--- src/rtl/e203_gpio_pkg.sv ---
// Shared limits and helpers for the E203 GPIO pad bank.
package e203_gpio_pkg;

    localparam int CH_MAX    = 64;
    localparam int SYNC_MIN  = 2;
    localparam int SYNC_MAX  = 4;
    localparam int DEB_W_MAX = 24;

    // Width of the warm-up counter. It must hold the terminal count sync_stages+1.
    function automatic int warm_cnt_w(input int sync_stages);
        return $clog2(sync_stages + 2);
    endfunction

endpackage

--- src/rtl/e203_gpio_chan.sv ---
// One GPIO input channel.
// It contains the synchroniser, the debounce filter, edge detection and a sticky pending bit.
module e203_gpio_chan
    import e203_gpio_pkg::*;
#(
    parameter int SYNC_STAGES = 2,
    parameter int DEB_W       = 16
) (
    input  logic             clk,
    input  logic             rst_n,
    input  logic             warm,
    input  logic             pad,
    input  logic             deb_en,
    input  logic [DEB_W-1:0] deb_limit,
    input  logic             rise_en,
    input  logic             fall_en,
    input  logic             irq_clr,
    output logic             in_val,
    output logic             irq_pend
);

    logic [SYNC_STAGES-1:0] sync_p0;
    logic                   s;
    logic                   f;
    logic                   f_nxt;
    logic [DEB_W-1:0]       c;
    logic [DEB_W-1:0]       c_nxt;
    logic                   rise;
    logic                   fall;
    logic                   pend;

    assign s = sync_p0[SYNC_STAGES-1];

    // Shift the raw pad level through the metastability chain.
    always_ff @(posedge clk) begin
        if (!rst_n) begin
            sync_p0 <= '0;
        end else begin
            sync_p0 <= {sync_p0[SYNC_STAGES-2:0], pad};
        end
    end

    // Filter decision.
    // During warm-up or bypass the filter follows s directly.
    // Otherwise s must differ from f for deb_limit+1 cycles before f takes it.
    always_comb begin
        f_nxt = f;
        c_nxt = '0;
        if (!warm || !deb_en) begin
            f_nxt = s;
        end else if (s != f) begin
            if (c >= deb_limit) begin
                f_nxt = s;
            end else begin
                c_nxt = c + DEB_W'(1);
            end
        end
    end

    // An event is only recognised once the bank has warmed up.
    assign rise = warm & ~f &  f_nxt & rise_en;
    assign fall = warm &  f & ~f_nxt & fall_en;

    // Filter state and sticky pending bit. A set beats a clear in the same cycle.
    always_ff @(posedge clk) begin
        if (!rst_n) begin
            f    <= 1'b0;
            c    <= '0;
            pend <= 1'b0;
        end else begin
            f    <= f_nxt;
            c    <= c_nxt;
            pend <= (pend & ~irq_clr) | rise | fall;
        end
    end

    assign in_val   = f;
    assign irq_pend = pend;

endmodule

--- src/rtl/e203_gpio_pad_bank.sv ---
// GPIO pad bank.
// It registers the output drive and holds the bank-wide warm-up counter.
// It also instantiates one e203_gpio_chan per channel.
module e203_gpio_pad_bank
    import e203_gpio_pkg::*;
#(
    parameter int CH_NUM      = 32,
    parameter int SYNC_STAGES = 2,
    parameter int DEB_W       = 16
) (
    input  logic              clk,
    input  logic              rst_n,
    input  logic [CH_NUM-1:0] pad_i_ival,
    output logic [CH_NUM-1:0] pad_o_oval,
    output logic [CH_NUM-1:0] pad_o_oe,
    input  logic [CH_NUM-1:0] cfg_out_val,
    input  logic [CH_NUM-1:0] cfg_out_en,
    input  logic [CH_NUM-1:0] cfg_deb_en,
    input  logic [DEB_W-1:0]  cfg_deb_limit,
    input  logic [CH_NUM-1:0] cfg_rise_en,
    input  logic [CH_NUM-1:0] cfg_fall_en,
    input  logic [CH_NUM-1:0] irq_clr,
    output logic [CH_NUM-1:0] in_val,
    output logic [CH_NUM-1:0] irq_pend,
    output logic              irq
);

    localparam int                WARM_W    = warm_cnt_w(SYNC_STAGES);
    localparam logic [WARM_W-1:0] WARM_TERM = WARM_W'(SYNC_STAGES + 1);

    if (CH_NUM < 1 || CH_NUM > CH_MAX) begin : g_bad_ch_num
        $error("CH_NUM out of range 1..64");
    end
    if (SYNC_STAGES < SYNC_MIN || SYNC_STAGES > SYNC_MAX) begin : g_bad_sync
        $error("SYNC_STAGES out of range 2..4");
    end
    if (DEB_W < 1 || DEB_W > DEB_W_MAX) begin : g_bad_deb_w
        $error("DEB_W out of range 1..24");
    end

    logic [WARM_W-1:0] w;
    logic              warm;

    assign warm = (w == WARM_TERM);

    // Register the requested output value and enable toward the tristate buffers.
    always_ff @(posedge clk) begin
        if (!rst_n) begin
            pad_o_oval <= '0;
            pad_o_oe   <= '0;
        end else begin
            pad_o_oval <= cfg_out_val;
            pad_o_oe   <= cfg_out_en;
        end
    end

    // Count the cycles the synchronisers need to fill after reset, then hold.
    always_ff @(posedge clk) begin
        if (!rst_n) begin
            w <= '0;
        end else if (w != WARM_TERM) begin
            w <= w + WARM_W'(1);
        end
    end

    for (genvar i = 0; i < CH_NUM; i++) begin : g_chan
        e203_gpio_chan #(
            .SYNC_STAGES (SYNC_STAGES),
            .DEB_W       (DEB_W)
        ) u_chan (
            .clk       (clk),
            .rst_n     (rst_n),
            .warm      (warm),
            .pad       (pad_i_ival[i]),
            .deb_en    (cfg_deb_en[i]),
            .deb_limit (cfg_deb_limit),
            .rise_en   (cfg_rise_en[i]),
            .fall_en   (cfg_fall_en[i]),
            .irq_clr   (irq_clr[i]),
            .in_val    (in_val[i]),
            .irq_pend  (irq_pend[i])
        );
    end

    assign irq = |irq_pend;

endmodule
--- config.mk ---
export PLATFORM = sky130hd
export DESIGN_NAME = e203_gpio_pad_bank
export DESIGN_NICKNAME = d
export VERILOG_FILES = /design/src/rtl/e203_gpio_pkg.sv /design/src/rtl/e203_gpio_chan.sv /design/src/rtl/e203_gpio_pad_bank.sv
export SDC_FILE = /design/constraint.sdc
export NUM_CORES = 2
export LEC_CHECK = 0
export ABC_CLOCK_PERIOD_IN_PS = 2700
export BUFFER_PORTS_ARGS = -buffer_cell sky130_fd_sc_hd__buf_2
export CAP_MARGIN = 20
export CORE_UTILIZATION = 40
export CTS_CLUSTER_SIZE = 28
export DETAILED_ROUTE_END_ITERATION = 12
export PLACE_DENSITY = 0.72
export SYNTH_ARGS = -nofsm -noshare
export SYNTH_HDL_FRONTEND = slang
export SYNTH_HIERARCHICAL = 1
export SYNTH_SLANG_ARGS = --single-unit
export TNS_END_PERCENT = 10
--- constraint.sdc ---
create_clock -name clk -period 2.7 [get_ports clk]
set_clock_uncertainty 0.15 [all_clocks]
set_input_delay 0.405 -clock clk [delete_from_list [all_inputs] [get_ports clk]]
set_output_delay 0.405 -clock clk [all_outputs]
set_load 0.005 [all_outputs]
# After elaboration in Yosys (flattened, before gate mapping)
# Index checks and enable logic that the tools add are counted.
[classes] add_sub_neg=33 order_cmp=32 n_eq_ne=34 muxes=96 n_bitwise=417 n_reduce_logical=98
[op_table] cell="16-bit by 1-bit adder with 16-bit output (second input constant)" n=32
[op_table] cell="16-bit >= comparator" n=32
[op_table] cell="1-bit AND" n=224
[op_table] cell="1-bit NOT" n=129
[op_table] cell="4-bit OR reduction" n=32
[op_table] cell="1-bit 2-to-1 mux" n=96
[op_table] cell="1-bit bitwise OR" n=64
[op_table] cell="1-bit zero test" n=33
[op_table] cell="1-bit logical OR" n=32
[op_table] cell="1-bit inequality test" n=32
[op_table] cell="32-bit OR reduction" n=1
[op_table] cell="2-bit by 1-bit adder with 2-bit output (second input constant)" n=1
[op_table] cell="2-bit equality test (second input constant)" n=1
[op_table] cell="2-bit inequality test (second input constant)" n=1
[word_totals] regBits=706 inputBits=242 out_inout_bits=129 elab_cells=841

# Logic depth before layout (Yosys ltp)
[depth] depth_word=8 depth_mapped=9 ltp_nobuf=7

# Cells and area by module
# The synthesis kept the hierarchy.
[by_module_without_submodules] module="e203_gpio_chan (g_chan[0].u_chan ...)" n_inst=31 cells_each=140 area_each_um2=1219.9 seq_area_each_um2=400.4
[by_module_without_submodules] module="e203_gpio_pad_bank" n_inst=1 cells_each=153 area_each_um2=1873.0 seq_area_each_um2=1321.3
[by_module_without_submodules] module="e203_gpio_chan (g_chan[9].u_chan)" n_inst=1 cells_each=150 area_each_um2=1239.9 seq_area_each_um2=400.4

# Least setup slack after synthesis
# OpenSTA, ideal clock, no wires.
[synth_path] path_kind="register -> register" from="register w[0]" to="register g_chan[0].u_chan.c[11]" setup_time_ps=64 t_arrival_ps=2673 required_time_ps=2486 setup_slack_ps=-187 stages_incl_launch_ff=9 period_less_slack_ps=2887 cell_sequence="dfxtp_1 -> ha_1 -> nand2_1 -> nor2_1 -> o211ai_1 -> or4b_1 -> buf_2 -> buf_6 -> nor2_1"
[synth_via] elab_chain_cells=4
[synth_rtl] item="start: declaration" line_no="e203_gpio_pad_bank.sv:41" text="logic [WARM_W-1:0] w;"
[synth_rtl] item="start signal: assignment" line_no="e203_gpio_pad_bank.sv:62" text="w <= w + WARM_W'(1);"
[synth_rtl] item="2-bit equality test" line_no="e203_gpio_pad_bank.sv:44" text="assign warm = (w == WARM_TERM);"
[synth_rtl] item="via warm" line_no="e203_gpio_pad_bank.sv:42" text="logic warm;"
[synth_rtl] item="1-bit zero test" line_no="e203_gpio_chan.sv:49" text="if (!warm || !deb_en) begin"
[synth_rtl] item="1-bit logical OR" line_no="e203_gpio_chan.sv:49"
[synth_rtl] item="4-bit OR reduction (no source line)"
[synth_rtl] item="end signal: assignment" line_no="e203_gpio_chan.sv:72" text="c <= c_nxt;"
[synth_rtl] item="end: declaration" line_no="e203_gpio_chan.sv:26" text="logic [DEB_W-1:0] c;"
# The timed path passes the listed nets, and every way through them passes these cells.
# A chain may end at the register's enable or synchronous reset.

# Final worst setup path
[layout_path] from="register g_chan[17].u_chan.pend" to="output irq"
[layout_via] elab_chain_cells=1
[layout_rtl] item="start: declaration" line_no="e203_gpio_chan.sv:30" text="logic pend;"
[layout_rtl] item="start signal: assignment" line_no="e203_gpio_chan.sv:73" text="pend <= (pend & ~irq_clr) | rise | fall;"
[layout_rtl] item="32-bit OR reduction" line_no="e203_gpio_pad_bank.sv:85" text="assign irq = |irq_pend;"
[layout_rtl] item="end: declaration" line_no="e203_gpio_pad_bank.sv:25" text="output logic irq"
# No other way between the ends.

==> out/summary.txt <==
nature of the critical path startpoint -> flop
pin count of the biggest net entering global routing -> 37
Worst Setup End Kind -> output pin
least setup slack across all paths after layout -> -0.0865 ns
share of cells above drive strength 1 -> 0.146
data required time at the worst endpoint -> 2.14 ns
xor/xnor share of the synthesized area -> 0.0963
number of clock sinks -> 706
slowest stage delay, CP -> 0.53 ns
Max H-tree Level -> 3
count of yosys warnings during synthesis -> 6
CP Cell Sequence -> nor4_4 -> nand4_1 -> or2_4 -> buf_6
share of the yosys chip area belonging to registers -> 0.345
post-synthesis async set-or-reset flop share -> 0
number of buffer and inverter instances along the worst setup path -> 1
pwr/cell area -> 482 nW/µm²
cell at the root of the clock tree -> sky130_fd_sc_hd__clkbuf_16
number of synthesized flops with an enable pin -> 0
area growth from synthesis to layout -> 23.2%
clock slew at the register clock pins of the worst setup and hold paths -> 0.06 ns
Finished Core Util -> 0.501
failing checks -> negative setup slack
Iteration-0 DRC Markers -> 1964
result of the run -> finished, violations left
Syn Nets -> 5430
maximum clock frequency -> 359 MHz
max_cap viols -> 0
final routed wire length divided by cell count -> 17.0 µm
Avg Cell Area, Syn -> 8.82 µm²
Adder-Cell Fraction of Synth Area -> 0.167
Worst Min Path Start -> cfg_fall_en[25]
count of filler cells inserted in the layout -> 9286
clock latency at the later pin of the worst-skew pair -> 0.66 ns
reported leakage power -> 23.9 nW
first-pass iteration count of the detailed router -> 5
Synth Register Bits -> 706
Overflow after GRT -> 0
reg-to-reg setup timing slack -> 0.06 ns
number of hold-slack violations in the final timing report -> 0
Vias per Instance -> 5.15
count of buffers inserted at the top-level ports -> 370
number of placement rows -> 116
Final ANT Viol Nets -> 0
part of the cycle the worst path needs -> 1.03
hold path cells -> 4
cell family with most CP delay -> simple AND/OR/NAND/NOR gates
full die area -> 104000 µm²
normalized max-slew margin -> 0.458
r2r worst-path depth -> 8
number of remaining DRC errors -> 0
dominant combinational cell family by area after synthesis -> simple AND/OR/NAND/NOR gates
initial antenna violation count -> 6
worst reg2reg endpoint -> g_chan[26].u_chan/irq_pend$_SDFF_PN0_
detailed-placement wirelength estimate -> 83.7 mm
Clock Tree Buf Depth -> 3
most common flop cell mapped by yosys -> sky130_fd_sc_hd__dfxtp_1
number of ports placed on the die boundary -> 371
final number of max-transition violations -> 0
setup repair after global routing missed its margin -> true
post-synthesis cell type count -> 42
cell area after technology mapping -> 40900 µm²
Core Region -> 101000 µm²
Final Setup Violations -> 1
Setup Crit Path Kind -> reg -> out
Die Span Y -> 322 µm
final critical-path required period -> 2.79 ns
routability congestion estimate from global placement -> 0.893
starting density of the core -> 0.406
launching point of the worst reg2reg path -> g_chan[26].u_chan/c[11]$_SDFF_PP0_
global router's overall resource usage -> 0.221
Cells after Synth -> 4643
die outline width -> 322 µm
largest voltage drop on the vdd net -> 542 µV
TritonCTS clock tree -> yes
post-synthesis simple-gate area fraction -> 0.229
Routed WL -> 115 mm
pin slew with the least headroom to its limit -> 0.807 ns
summed negative setup slack over all endpoints -> -0.0865 ns
vias in the first global route -> 34500
via total after detailed routing -> 34900
Hold Path Class -> in -> reg
arrival time of the worst setup path -> 2.23 ns
layout net count -> 6125
cts bufs inserted -> 85
maximum net fanout on the critical path -> 3
multiplexer share of the synthesized area -> 0.00807
hold-critical path endpoint -> g_chan[25].u_chan/irq_pend$_SDFF_PN0_
wire length of the first global-routing pass -> 183 mm
Compound-Gate Fraction of Synth Area -> 0.0884
cell with the biggest individual delay on the critical path -> sky130_fd_sc_hd__dfxtp_1
[cells in the mapped netlist, types with 32 or more instances]
master                     count  area share
sky130_fd_sc_hd__dfxtp_1     706        0.35
sky130_fd_sc_hd__inv_1       547       0.050
sky130_fd_sc_hd__ha_1        545        0.17
sky130_fd_sc_hd__nor2_1      519       0.048
sky130_fd_sc_hd__xor2_1      379       0.081
sky130_fd_sc_hd__nand3_1     315       0.039
sky130_fd_sc_hd__nand2_1     233       0.021
sky130_fd_sc_hd__and2_1      160       0.024
sky130_fd_sc_hd__and3_1      124       0.019
sky130_fd_sc_hd__nand4_1      99       0.015
sky130_fd_sc_hd__and4_1       94       0.020
sky130_fd_sc_hd__o211ai_1     94       0.017
sky130_fd_sc_hd__xnor2_1      71       0.015
sky130_fd_sc_hd__o21ai_0      66      0.0081
sky130_fd_sc_hd__nor3_1       65      0.0079
sky130_fd_sc_hd__nor2b_1      63      0.0096
sky130_fd_sc_hd__a21o_1       62       0.011
sky130_fd_sc_hd__o21a_1       62       0.011
sky130_fd_sc_hd__a21oi_1      35      0.0043
sky130_fd_sc_hd__clkbuf_1     33      0.0030
sky130_fd_sc_hd__mux2i_1      33      0.0081
sky130_fd_sc_hd__buf_2        32      0.0039
sky130_fd_sc_hd__buf_6        32      0.0088
sky130_fd_sc_hd__nand3b_1     32      0.0059
[worst max path at each step]
stage | from | depth (start not counted) | slack [ns] | to
global route | g_chan[26].u_chan/c[11]$_SDFF_PP0_ | 8 | -0.11 | g_chan[26].u_chan/irq_pend$_SDFF_PN0_
floorplan | w[0]$_SDFFE_PN0N_ | 8 | 0.30 | g_chan[0].u_chan/c[11]$_SDFF_PP0_
finish | g_chan[17].u_chan/irq_pend$_SDFF_PN0_ | 4 | -0.09 | irq
detailed placement | cfg_deb_limit[13] | 10 | -0.17 | g_chan[20].u_chan/irq_pend$_SDFF_PN0_
CTS | g_chan[14].u_chan/irq_pend$_SDFF_PN0_ | 6 | -0.08 | irq
global placement | cfg_deb_limit[10] | 11 | -0.08 | g_chan[24].u_chan/c[1]$_SDFF_PP0_
[what timing repair did]
| action | 4_1_cts | 5_1_grt |
|---|---|---|
| endpoints found under the hold margin | 134 | 0 |
| pin swaps | 1 | 1 |
| cloned | 0 | 0 |
| setup endpoints to repair | 1 | 15 |
| hold buffers | 157 | 0 |
| buffers inserted | 1 | 0 |
| gates resized for setup | 15 | 30 |
[worst min-delay path: stages]
cell and delay (ns):
sky130_fd_sc_hd__buf_2 0.08, sky130_fd_sc_hd__a22o_1 0.12, sky130_fd_sc_hd__nand3_1 0.07, sky130_fd_sc_hd__o21ai_0 0.13
[kinds of logic after synthesis]
group,after synthesis
simple gates,1782
flops,706
buf+inv,648
fa+ha+maj,545
compound gates,479
xor+xnor,450
mux,33
[power breakdown]
part           leakage, nW  internal, mW  switching, mW
Combinational         16.8         0.944           1.13
Clock                 1.40          6.90           4.70
Sequential            5.72          10.5         0.0666
[flip-flops by register name, indices dropped and copies added (netlist names)]
signal                  cells
pad_o_oe                   32
g_chan.u_chan/c           512
g_chan.u_chan/sync_p0      64
w                           2
g_chan.u_chan/in_val       32
g_chan.u_chan/irq_pend     32
pad_o_oval                 32
[final cells by class]
class                   count  area (µm²)  share of cell area
diodes                      2        5.00           0.0000992
clock buffers             124        2530              0.0503
clock inverters            30         299             0.00593
inverters                 547        2050              0.0407
multi-input cells        3289       24300               0.482
flip-flops and latches    706       14100               0.280
well taps                1357        1700              0.0337
repair buffers            709        5400               0.107
[routing by layer]
layer / global-route usage / vias to the layer above / share of wire
li1: - / 17300 / -
met1: 0.281 / 16500 / 0.45
met2: 0.377 / 851 / 0.46
met3: 0.0355 / 212 / 0.058
met4: 0.0719 / 4 / 0.031
met5: 0 / - / 0.00023
[cell usage in the layout (no fill, tap or decap), drive strengths merged, types with 17 or more instances in the layout]
master,instances
xor2,379
and3,155
or4b,31
and4,94
a211o,31
nand3,315
nand3b,32
o21a,62
o21ai,68
mux2i,33
buf,552
a21oi,35
a31oi,31
nor2b,63
nand4,100
nor3,65
dfxtp,706
ha,545
inv,553
xnor2,71
o211ai,125
clkinv,17
a21o,62
nor2,519
a2111oi,31
a22o,31
nand2,233
and2,160
dlygate4sd3,157
clkbuf,124
[through the flow]
stage | std cells | setup slack, ns | area [µm²] | power, mW | hold slack, ns
after global placement | 6450 | -0.0826 | 45800 | 12.7 | 0.263
after global routing | 6762 | -0.114 | 50400 | 25.2 | 0.0337
after detailed placement | 6450 | -0.175 | 45800 | 12.7 | 0.267
final | 6764 | -0.0865 | 50400 | 24.3 | 0.0266
after floorplan | 4643 | 0.302 | 40900 | 11.6 | 0.262
after CTS | 6762 | -0.0754 | 50300 | 24.6 | 0.000300
(Power assumes the default switching activity.)
